### src/rtl/ara_pe_req_fanout.sv
// Buffered broadcast of sequencer requests to the processing elements.
// Each entry retires once every targeted PE has accepted it; hazards are pruned while it waits.
package ara_pe_pkg;
    localparam int unsigned NrVInsn = 8;

    typedef struct packed {
        logic [2:0]         vid;
        logic [7:0]         op;
        logic [NrVInsn-1:0] hazard_vs1;
        logic [NrVInsn-1:0] hazard_vs2;
        logic [NrVInsn-1:0] hazard_vd;
        logic [NrVInsn-1:0] hazard_vm;
        logic [NrVInsn-1:0] vinsn_running;
    } pe_req_t;
endpackage

module ara_pe_req_fanout
    import ara_pe_pkg::*;
#(
    parameter int unsigned NrLanes = 1,
    parameter int unsigned NrPEs   = NrLanes + 4,
    parameter int unsigned Depth   = 2,
    localparam int unsigned PtrW   = (Depth > 1) ? $clog2(Depth) : 1,
    localparam int unsigned CntW   = $clog2(Depth + 1)
) (
    input  logic               clk_i,
    input  logic               rst_ni,
    input  pe_req_t            req_i,
    input  logic [NrPEs-1:0]   req_target_i,
    input  logic               req_valid_i,
    output logic               req_ready_o,
    input  logic [NrVInsn-1:0] vinsn_running_i,
    output pe_req_t            pe_req_o,
    output logic [NrPEs-1:0]   pe_req_valid_o,
    input  logic [NrPEs-1:0]   pe_req_ready_i,
    output logic [CntW-1:0]    count_o,
    output logic               empty_o
);

    pe_req_t          mem_q  [Depth];
    logic [NrPEs-1:0] pend_q [Depth];
    logic [PtrW-1:0]  rd_ptr_q, rd_ptr_d;
    logic [PtrW-1:0]  wr_ptr_q, wr_ptr_d;
    logic [CntW-1:0]  count_q, count_d;

    logic             empty, push, pop;
    logic [NrPEs-1:0] pend_head, hs;

    function automatic pe_req_t prune(pe_req_t r, logic [NrVInsn-1:0] run);
        pe_req_t o;
        o            = r;
        o.hazard_vs1 = r.hazard_vs1 & run;
        o.hazard_vs2 = r.hazard_vs2 & run;
        o.hazard_vd  = r.hazard_vd  & run;
        o.hazard_vm  = r.hazard_vm  & run;
        return o;
    endfunction

    function automatic logic [PtrW-1:0] ptr_inc(logic [PtrW-1:0] p);
        return (p == PtrW'(Depth - 1)) ? '0 : p + 1'b1;
    endfunction

    always_comb begin
        empty          = (count_q == '0);
        pend_head      = pend_q[rd_ptr_q];
        pe_req_valid_o = empty ? '0 : pend_head;
        hs             = pe_req_valid_o & pe_req_ready_i;
        pop            = !empty && ((pend_head & ~hs) == '0);
        req_ready_o    = (count_q != CntW'(Depth));
        push           = req_valid_i && req_ready_o;

        pe_req_o = '0;
        if (!empty) begin
            pe_req_o               = prune(mem_q[rd_ptr_q], vinsn_running_i);
            pe_req_o.vinsn_running = vinsn_running_i;
        end

        rd_ptr_d = pop  ? ptr_inc(rd_ptr_q) : rd_ptr_q;
        wr_ptr_d = push ? ptr_inc(wr_ptr_q) : wr_ptr_q;
        count_d  = count_q;
        if (push && !pop) count_d = count_q + 1'b1;
        if (pop && !push) count_d = count_q - 1'b1;

        count_o = count_q;
        empty_o = empty;
    end

    always_ff @(posedge clk_i or negedge rst_ni) begin
        if (!rst_ni) begin
            rd_ptr_q <= '0;
            wr_ptr_q <= '0;
            count_q  <= '0;
            for (int i = 0; i < Depth; i++) begin
                mem_q[i]  <= '0;
                pend_q[i] <= '0;
            end
        end else begin
            rd_ptr_q <= rd_ptr_d;
            wr_ptr_q <= wr_ptr_d;
            count_q  <= count_d;
            // Free slots are pruned too; their contents are never observed.
            for (int i = 0; i < Depth; i++) begin
                mem_q[i] <= prune(mem_q[i], vinsn_running_i);
            end
            if (!empty) begin
                pend_q[rd_ptr_q] <= pend_head & ~hs;
            end
            // A push never targets the live head slot, so it can safely follow.
            if (push) begin
                mem_q[wr_ptr_q]  <= prune(req_i, vinsn_running_i);
                pend_q[wr_ptr_q] <= req_target_i;
            end
        end
    end

endmodule
### config.mk
export PLATFORM = sky130hd
export DESIGN_NAME = ara_pe_req_fanout
export DESIGN_NICKNAME = d
export VERILOG_FILES = /design/src/rtl/ara_pe_req_fanout.sv
export SDC_FILE = /design/constraint.sdc
export NUM_CORES = 1
export LEC_CHECK = 0
export ABC_AREA = 1
export CAP_MARGIN = 10
export CORE_ASPECT_RATIO = 0.8
export CORE_UTILIZATION = 40
export CTS_CLUSTER_SIZE = 25
export DETAILED_ROUTE_END_ITERATION = 6
export PLACE_DENSITY = 0.68
export REMOVE_ABC_BUFFERS = 1
export SYNTH_ARGS = -nofsm -noshare
export SYNTH_HDL_FRONTEND = slang
export SYNTH_SLANG_ARGS = --single-unit
### constraint.sdc
create_clock -name clk_i -period 2 [get_ports clk_i]
set_input_delay 0.3 -clock clk_i [delete_from_list [all_inputs] [get_ports clk_i]]
set_output_delay 0.3 -clock clk_i [all_outputs]
set_load 0.03 [all_outputs]
==> results of run 1 <==
worst register-to-register path, delay by kind of cell (launching register included):
family	cells	cell delay, ns
fa+ha+maj	1	0.29
simple gates	3	0.36
flops	1	0.41
xor+xnor	1	0.13
compound gates	3	0.26
buf+inv	3	0.27
power breakdown:
group	internal (µW)	leakage, µW	switching [µW]
logic	1670	0.00207	2870
registers	2590	0.00132	314
clock network	975	0.000136	742
total	5240	0.00352	3930
cell families (layout without fill, tap and decap cells):
family	count (synthesis)	in the layout	share of synthesized area, %
flip-flops	100	100	50.0
XOR/XNOR	2	2	0.350
AO/OA/AOI/OAI	119	119	12.5
buffers and inverters	107	235	10.3
AND/OR/NAND/NOR	331	331	26.7
adder cells (fa/ha/maj)	1	1	0.250
per-stage QoR:
| stage | instances | TNS (ns) | utilization, % | worst slack [ns] |
|---|---|---|---|---|
| after global placement | 940 | -0.0145 | 51.7 | -0.0145 |
| after floorplan | 618 | -101.15 | - | -1.27 |
| after global routing | 959 | 0 | 54.8 | 0.00826 |
| after CTS | 957 | 0 | 54.4 | 0.0351 |
| after detailed placement | 940 | -0.0519 | 51.7 | -0.0519 |
| final | 959 | 0 | 54.8 | 0.0638 |
state kept, by name (all words and copies together) (netlist names):
signal    cells
wr_ptr_q      1
count_o       2
pend_q       10
rd_ptr_q      1
mem_q        86
layout make-up:
class / count / area (µm²)
fillers: 1137 / 5510
well taps: 171 / 214
flip-flops and latches: 100 / 2500
multi-input cells: 453 / 2020
inverters: 65 / 246
clock inverters: 5 / 62.6
clock buffers: 11 / 233
repair buffers: 154 / 1420
placed cells by master, fill, tap and decap left out, drive strengths merged:
| master | n |
|---|---|
| a21oi | 17 |
| buf | 88 |
| nand3 | 70 |
| clkdlybuf4s50 | 65 |
| inv | 65 |
| clkbuf | 11 |
| a21boi | 1 |
| dlygate4sd3 | 1 |
| o211ai | 10 |
| dfrtp | 100 |
| clkinvlp | 2 |
| nand2 | 251 |
| bufinv | 1 |
| ha | 1 |
| clkinv | 2 |
| o21ai | 91 |
| xnor2 | 2 |
| nor2 | 10 |
metal layers:
layer / vias up / track usage [%] / routed length, µm
met5: - / 0 / 0
met4: 0 / 5.59 / 61
met3: 6 / 3.19 / 637
met2: 149 / 32.3 / 5900
met1: 2157 / 29.9 / 6230
li1: 2348 / - / -
timing repair:
| item | in CTS | in global routing |
|---|---|---|
| resized for setup | 7 | 10 |
| setup endpoints to repair | 42 | 16 |
| buffers inserted | 0 | 2 |
| pin swaps | 0 | 1 |
| gates cloned | 0 | 0 |
| hold endpoints to repair | 40 | 0 |
| hold buffers | 1 | 0 |
worst paths after layout:
path	from	end	slack [ns]	depth (start not counted)
min in group asynchronous	rst_ni	mem_q[40]	0.50	2
hold reg to reg	mem_q[99]	mem_q[99]	0.49	2
hold / removal	mem_q[99]	mem_q[99]	0.49	2
setup / recovery	count_o[0]	req_ready_o	0.06	4
max in group asynchronous	rst_ni	rd_ptr_q	0.84	3
setup reg to reg	count_o[1]	count_o[1]	0.16	11
==> impl_metrics.csv, run 1 <==
group,metric,value,unit
grt,grt_max_degree,49,
synth,ys_ff_latch,100,
detailed_routing,wire_per_inst,13.4,µm
setup_path,critical-path-max-stage-delay,0.66,ns
synth,synth_cells,660,
synth,synth.yosys.seq_area_share,50.0,%
floorplanning,ios,132,
synth,async_reset_ff_share,100,%
run_status,outcome,"complete, no violations",
setup_path,critPathKind,"reg -> out",
floorplanning,fp.dieH,102,µm
floorplanning,rows,36,
setup_path,path_cells,"buf_4, inv_2, nand2_1, clkdlybuf4s50_1",
power,power_density,1370,nW/µm²
synth,yosysMostFrequentCell,"nand2_1",
power,finalPower,9160,µW
power,ir_drop,0.781,mV
setup_path,arrival,1.64,ns
timing,rsz0062_at_grt,"no",
detailed_routing,finalWirelength,12800,µm
setup_path,critPathBufInv,3,
floorplanning,die_w,127,µm
power,p_leak,0.00352,µW
timing,skew,0.00697,ns
synth,synth_cell_types,19,
synth,synth_ff_type,"dfrtp_1",
detailed_routing,drc,0,
grt,overflow,0,
timing,fmax,516,MHz
placement,place_hpwl,8700,µm
synth,synth_edf_count,0,
clocking,clk_latency,0.34,ns
grt,grt_use_total,20.6,%
setup_path,critPathMaxFanout,5,
layout,finalNetCount,856,
detailed_routing,firstDrtPassIters,5,
layout,area_growth,33.6,%
grt,first_global_vias,4261,
detailed_routing,drt-vias-per-instance,4.86,
layout,antennaDiodeCount,0,
timing,holdWs,0.491,ns
timing,worstMarginPinSlew,0.571,ns
timing,slew_headroom,61.9,%
floorplanning,fp.coreArea,12200,µm²
floorplanning,die_area,13000,µm²
synth,synth_area_leader_cell,"dfrtp_1",
synth,yosys_warnings,0,
synth,syn-mean-instance-area,7.59,µm²
clocking,cts-root-buf,"clkbuf_16",
placement,placement.io_buffers,123,
flow_run,maxCapViolations,0,
clocking,ctsLongestPathBuffers,2,
hold_path,hp-class,"reg -> reg",
floorplanning,start_util,41.0,%
placement,gp_congestion,0.884,
timing,fin_crit,1.94,ns
layout,postLayoutCellArea,6690,µm²
clocking,clk_pin_slew_worst_paths,0.07,ns
clocking,cts_buffers,9,
clocking,htree_levels,3,
setup_path,worstSetupEndpointType,"primary output",
clocking,cts_tree,"yes",
grt,grt_antenna_before_repair,0,
timing,drv_slew,0,
detailed_routing,dr_total_vias,4660,
synth,netlist_top_cells_count,"nand2_1 (251), dfrtp_1 (100), o21ai_1 (86), nand3_1 (70), inv_1 (63)",
setup_path,worst_path_max_delay_cell,"clkdlybuf4s50_1",
synth,syn_area,5010,µm²
setup_path,crit_family,"buffers and inverters",
timing,hold_viol,0,
timing,finalCritPeriodShare,96.8,%
layout,drive_gt1_share,14.5,%
detailed_routing,drtIter0Drc,374,
detailed_routing,ant_nets,0,
grt,grt_first_pass_wirelength,21200,µm
synth,synth.area.top_cells,"dfrtp_1 (50%), nand2_1 (19%), o21ai_1 (8.6%)",
setup_path,required,1.70,ns
setup_path,start_kind,"flop",
synth,synth_top_area_share,50.0,%
placement,post_dp_cell_area,6310,µm²
timing,finalSetupViolations,0,
clocking,cts_sinks,100,
Power figures use the tool's default switching activity.
==> inputs of run 2 (changes only) <==
--- a/config.mk
+++ b/config.mk
@@ -12,6 +12,7 @@
 export CTS_CLUSTER_SIZE = 25
 export DETAILED_ROUTE_END_ITERATION = 6
 export PLACE_DENSITY = 0.68
+export RECOVER_POWER = 100
 export REMOVE_ABC_BUFFERS = 1
 export SYNTH_ARGS = -nofsm -noshare
 export SYNTH_HDL_FRONTEND = slang
==> run 2 against run 1 <==
Effect of this change: final cell count unchanged; non-clock buffer count unchanged; sequential power about the same; clock skew increased by 0.00078 ns; wire length about the same; register-to-register slack about the same; die area unchanged; first-iteration DRC count increased by 4.0%; clock-buffer cell count unchanged; combinational power decreased by 5.1%; critical path depth unchanged; power decreased by 2.5%.
==> impl_metrics.csv, run 2 (synthesis results as in run 1) <==
group,metric,value,unit
layout,post-route-util,53.8,%
hold_path,min_path_cells,2,
layout,antennaDiodeCount,0,
timing,fin_crit,1.93,ns
timing,tns,0,ns
setup_path,path_cells,"buf_4, inv_2, nand2_1, clkdlybuf4s50_1",
flow_run,maxCapViolations,0,
setup_path,critPathMaxFanout,5,
run_status,outcome,"complete, no violations",
hold_path,min_from,"mem_q[40]",
layout,fill_cells,1159,
clocking,ctsLongestPathBuffers,2,
placement,dp_cells,940,
clocking,clk_latency,0.34,ns
timing,skew,0.00775,ns
clocking,cts_tree,"yes",
detailed_routing,drtIter0Drc,389,
detailed_routing,firstDrtPassIters,4,
timing,fmax,519,MHz
setup_path,worst_path_max_delay_cell,"clkdlybuf4s50_1",
clocking,cts_buffers,9,
setup_path,crit_family,"buffers and inverters",
timing,finalCritPeriodShare,96.3,%
placement,gp_congestion,0.884,
timing,finalSetupViolations,0,
detailed_routing,finalWirelength,12800,µm
power,power_density,1360,nW/µm²
power,ir_drop,0.751,mV
grt,overflow,0,
layout,layout_common_cells,"nand2_1 (250), dfrtp_1 (99), nand3_1 (70), o21ai_0 (70)",
floorplanning,start_util,41.0,%
grt,grt_first_pass_wirelength,21200,µm
layout,largest_register_ffs,86,
setup_path,arrival,1.63,ns
setup_path,required,1.70,ns
placement,placement.io_buffers,123,
timing,rsz0062_at_grt,"no",
setup_path,startpoint,"count_o[0]",
layout,regArea,2500,µm²
grt,grt_use_total,20.6,%
layout,area_growth,31.2,%
floorplanning,fp.coreArea,12200,µm²
floorplanning,fp.dieH,102,µm
layout,final_common_cell,"nand2_1",
setup_path,r2r-start,"count_o[1]",
layout,multiInputGateArea,2010,µm²
layout,stdcell_count,959,
layout,top_register,"mem_q",
floorplanning,rows,36,
detailed_routing,drt-vias-per-instance,4.89,
floorplanning,ios,132,
clocking,htree_levels,3,
grt,first_global_vias,4261,
power,p_leak,0.00349,µW
hold_path,hp-class,"reg -> reg",
clocking,cts_sinks,100,
timing,slew_headroom,29.3,%
clocking,cts-root-buf,"clkbuf_16",
setup_path,critPathKind,"reg -> out",
setup_path,r2r_cells,11,
clocking,clk_pin_slew_worst_paths,0.07,ns
placement,place_hpwl,8700,µm
grt,grt_antenna_before_repair,0,
detailed_routing,dr_total_vias,4685,
detailed_routing,ant_nets,0,
detailed_routing,wire_per_inst,13.4,µm
timing,worstMarginPinSlew,1.06,ns
floorplanning,die_w,127,µm
setup_path,critPathBufInv,3,
grt,grt_max_degree,49,
layout,finalNetCount,856,
floorplanning,die_area,13000,µm²
layout,drive_gt1_share,13.6,%
setup_path,cp_num_cells,4,
setup_path,critical-path-max-stage-delay,0.66,ns
detailed_routing,drc,0,
timing,drv_slew,0,
setup_path,start_kind,"flop",
timing,hold_viol,0,
setup_path,worstSetupEndpointType,"primary output",
[run 2: cell types whose count changed in the layout (fill, tap and decap cells not counted), moves of 2 or more]
| cell | before | now |
|---|---|---|
| buf_2 | 0 | 5 |
| buf_6 | 3 | 5 |
| buf_4 | 78 | 40 |
| clkbuf_2 | 0 | 23 |
| buf_12 | 6 | 3 |
| o21ai_1 | 87 | 21 |
| o21ai_0 | 4 | 70 |
| clkbuf_4 | 0 | 7 |
| dlygate4sd3_1 | 1 | 3 |
| clkbuf_1 | 2 | 6 |
| clkdlybuf4s50_1 | 65 | 63 |
[run 2: final timing paths]
kind                               end  slack (ns)
max                        req_ready_o        0.07
min                          mem_q[40]        0.48
max reg2reg                 count_o[1]        0.16
min reg2reg                  mem_q[40]        0.48
max in group asynchronous     rd_ptr_q        0.32
min in group asynchronous    mem_q[40]        0.69
[run 2: stage by stage]
stage	setup slack, ns	power (µW)	area (µm²)	hold slack [ns]
6_report	0.0748	8930	6570	0.485
5_1_grt	0.0142	9540	6570	0.516
4_1_cts	0.0351	9110	6640	0.495
3_3_place_gp	-0.0145	7200	6310	0.319
3_5_place_dp	-0.0519	7310	6310	0.331
2_1_floorplan	-1.27	5470	4740	0.00441
[run 2: final cells by class]
| class | count | area share, % |
|---|---|---|
| sequential | 100 | 38.1 |
| multi-input combinational | 453 | 30.6 |
| timing repair buffer | 154 | 19.8 |
| inverter | 65 | 3.75 |
| clock buffer | 11 | 3.54 |
| tap | 171 | 3.26 |
| clock inverter | 5 | 0.952 |
[run 2: where the power goes]
part	leakage (µW)	total (µW)	switching [µW]	internal, µW
clock	0.000136	1720	742	976
sequential	0.00132	2910	313	2590
combinational	0.00203	4310	2820	1490
[run 2: metal layers]
layer | wire [µm] | share of wire [%] | global-route usage [%] | vias up
met3 | 705 | 5.5 | 3.19 | 7
met4 | 70 | 0.55 | 5.59 | 0
met1 | 6220 | 49 | 29.9 | 2189
li1 | - | - | - | 2339
met2 | 5820 | 45 | 32.3 | 150
met5 | 0 | 0 | 0 | -
[run 2: timing repair]
item,CTS,global route
pin swaps,0,1
endpoints found under the hold margin,40,0
buffers inserted,0,2
hold buffers,1,0
resized for setup,7,10
setup endpoints to repair,42,16
cloned,0,0
[run 2: worst register-to-register path, stage by stage (launching register included)]
cell and delay [ns]:
dfrtp_1 0.41, nor2_4 0.22, buf_4 0.16, o21ai_0 0.07, nand2_1 0.07, inv_1 0.05, nand2_1 0.08, inv_1 0.06
ha_1 0.29, a21oi_1 0.11, o21ai_1 0.08, xnor2_1 0.13
==> inputs of run 3 (changes only) <==
--- a/config.mk
+++ b/config.mk
@@ -11,6 +11,7 @@
 export CORE_UTILIZATION = 40
 export CTS_CLUSTER_SIZE = 25
 export DETAILED_ROUTE_END_ITERATION = 6
+export GPL_ROUTABILITY_DRIVEN = 0
 export PLACE_DENSITY = 0.68
 export RECOVER_POWER = 100
 export REMOVE_ABC_BUFFERS = 1
==> results of run 3 <==
Same layout as run 2: the final DEF is identical, and so are final timing and power.
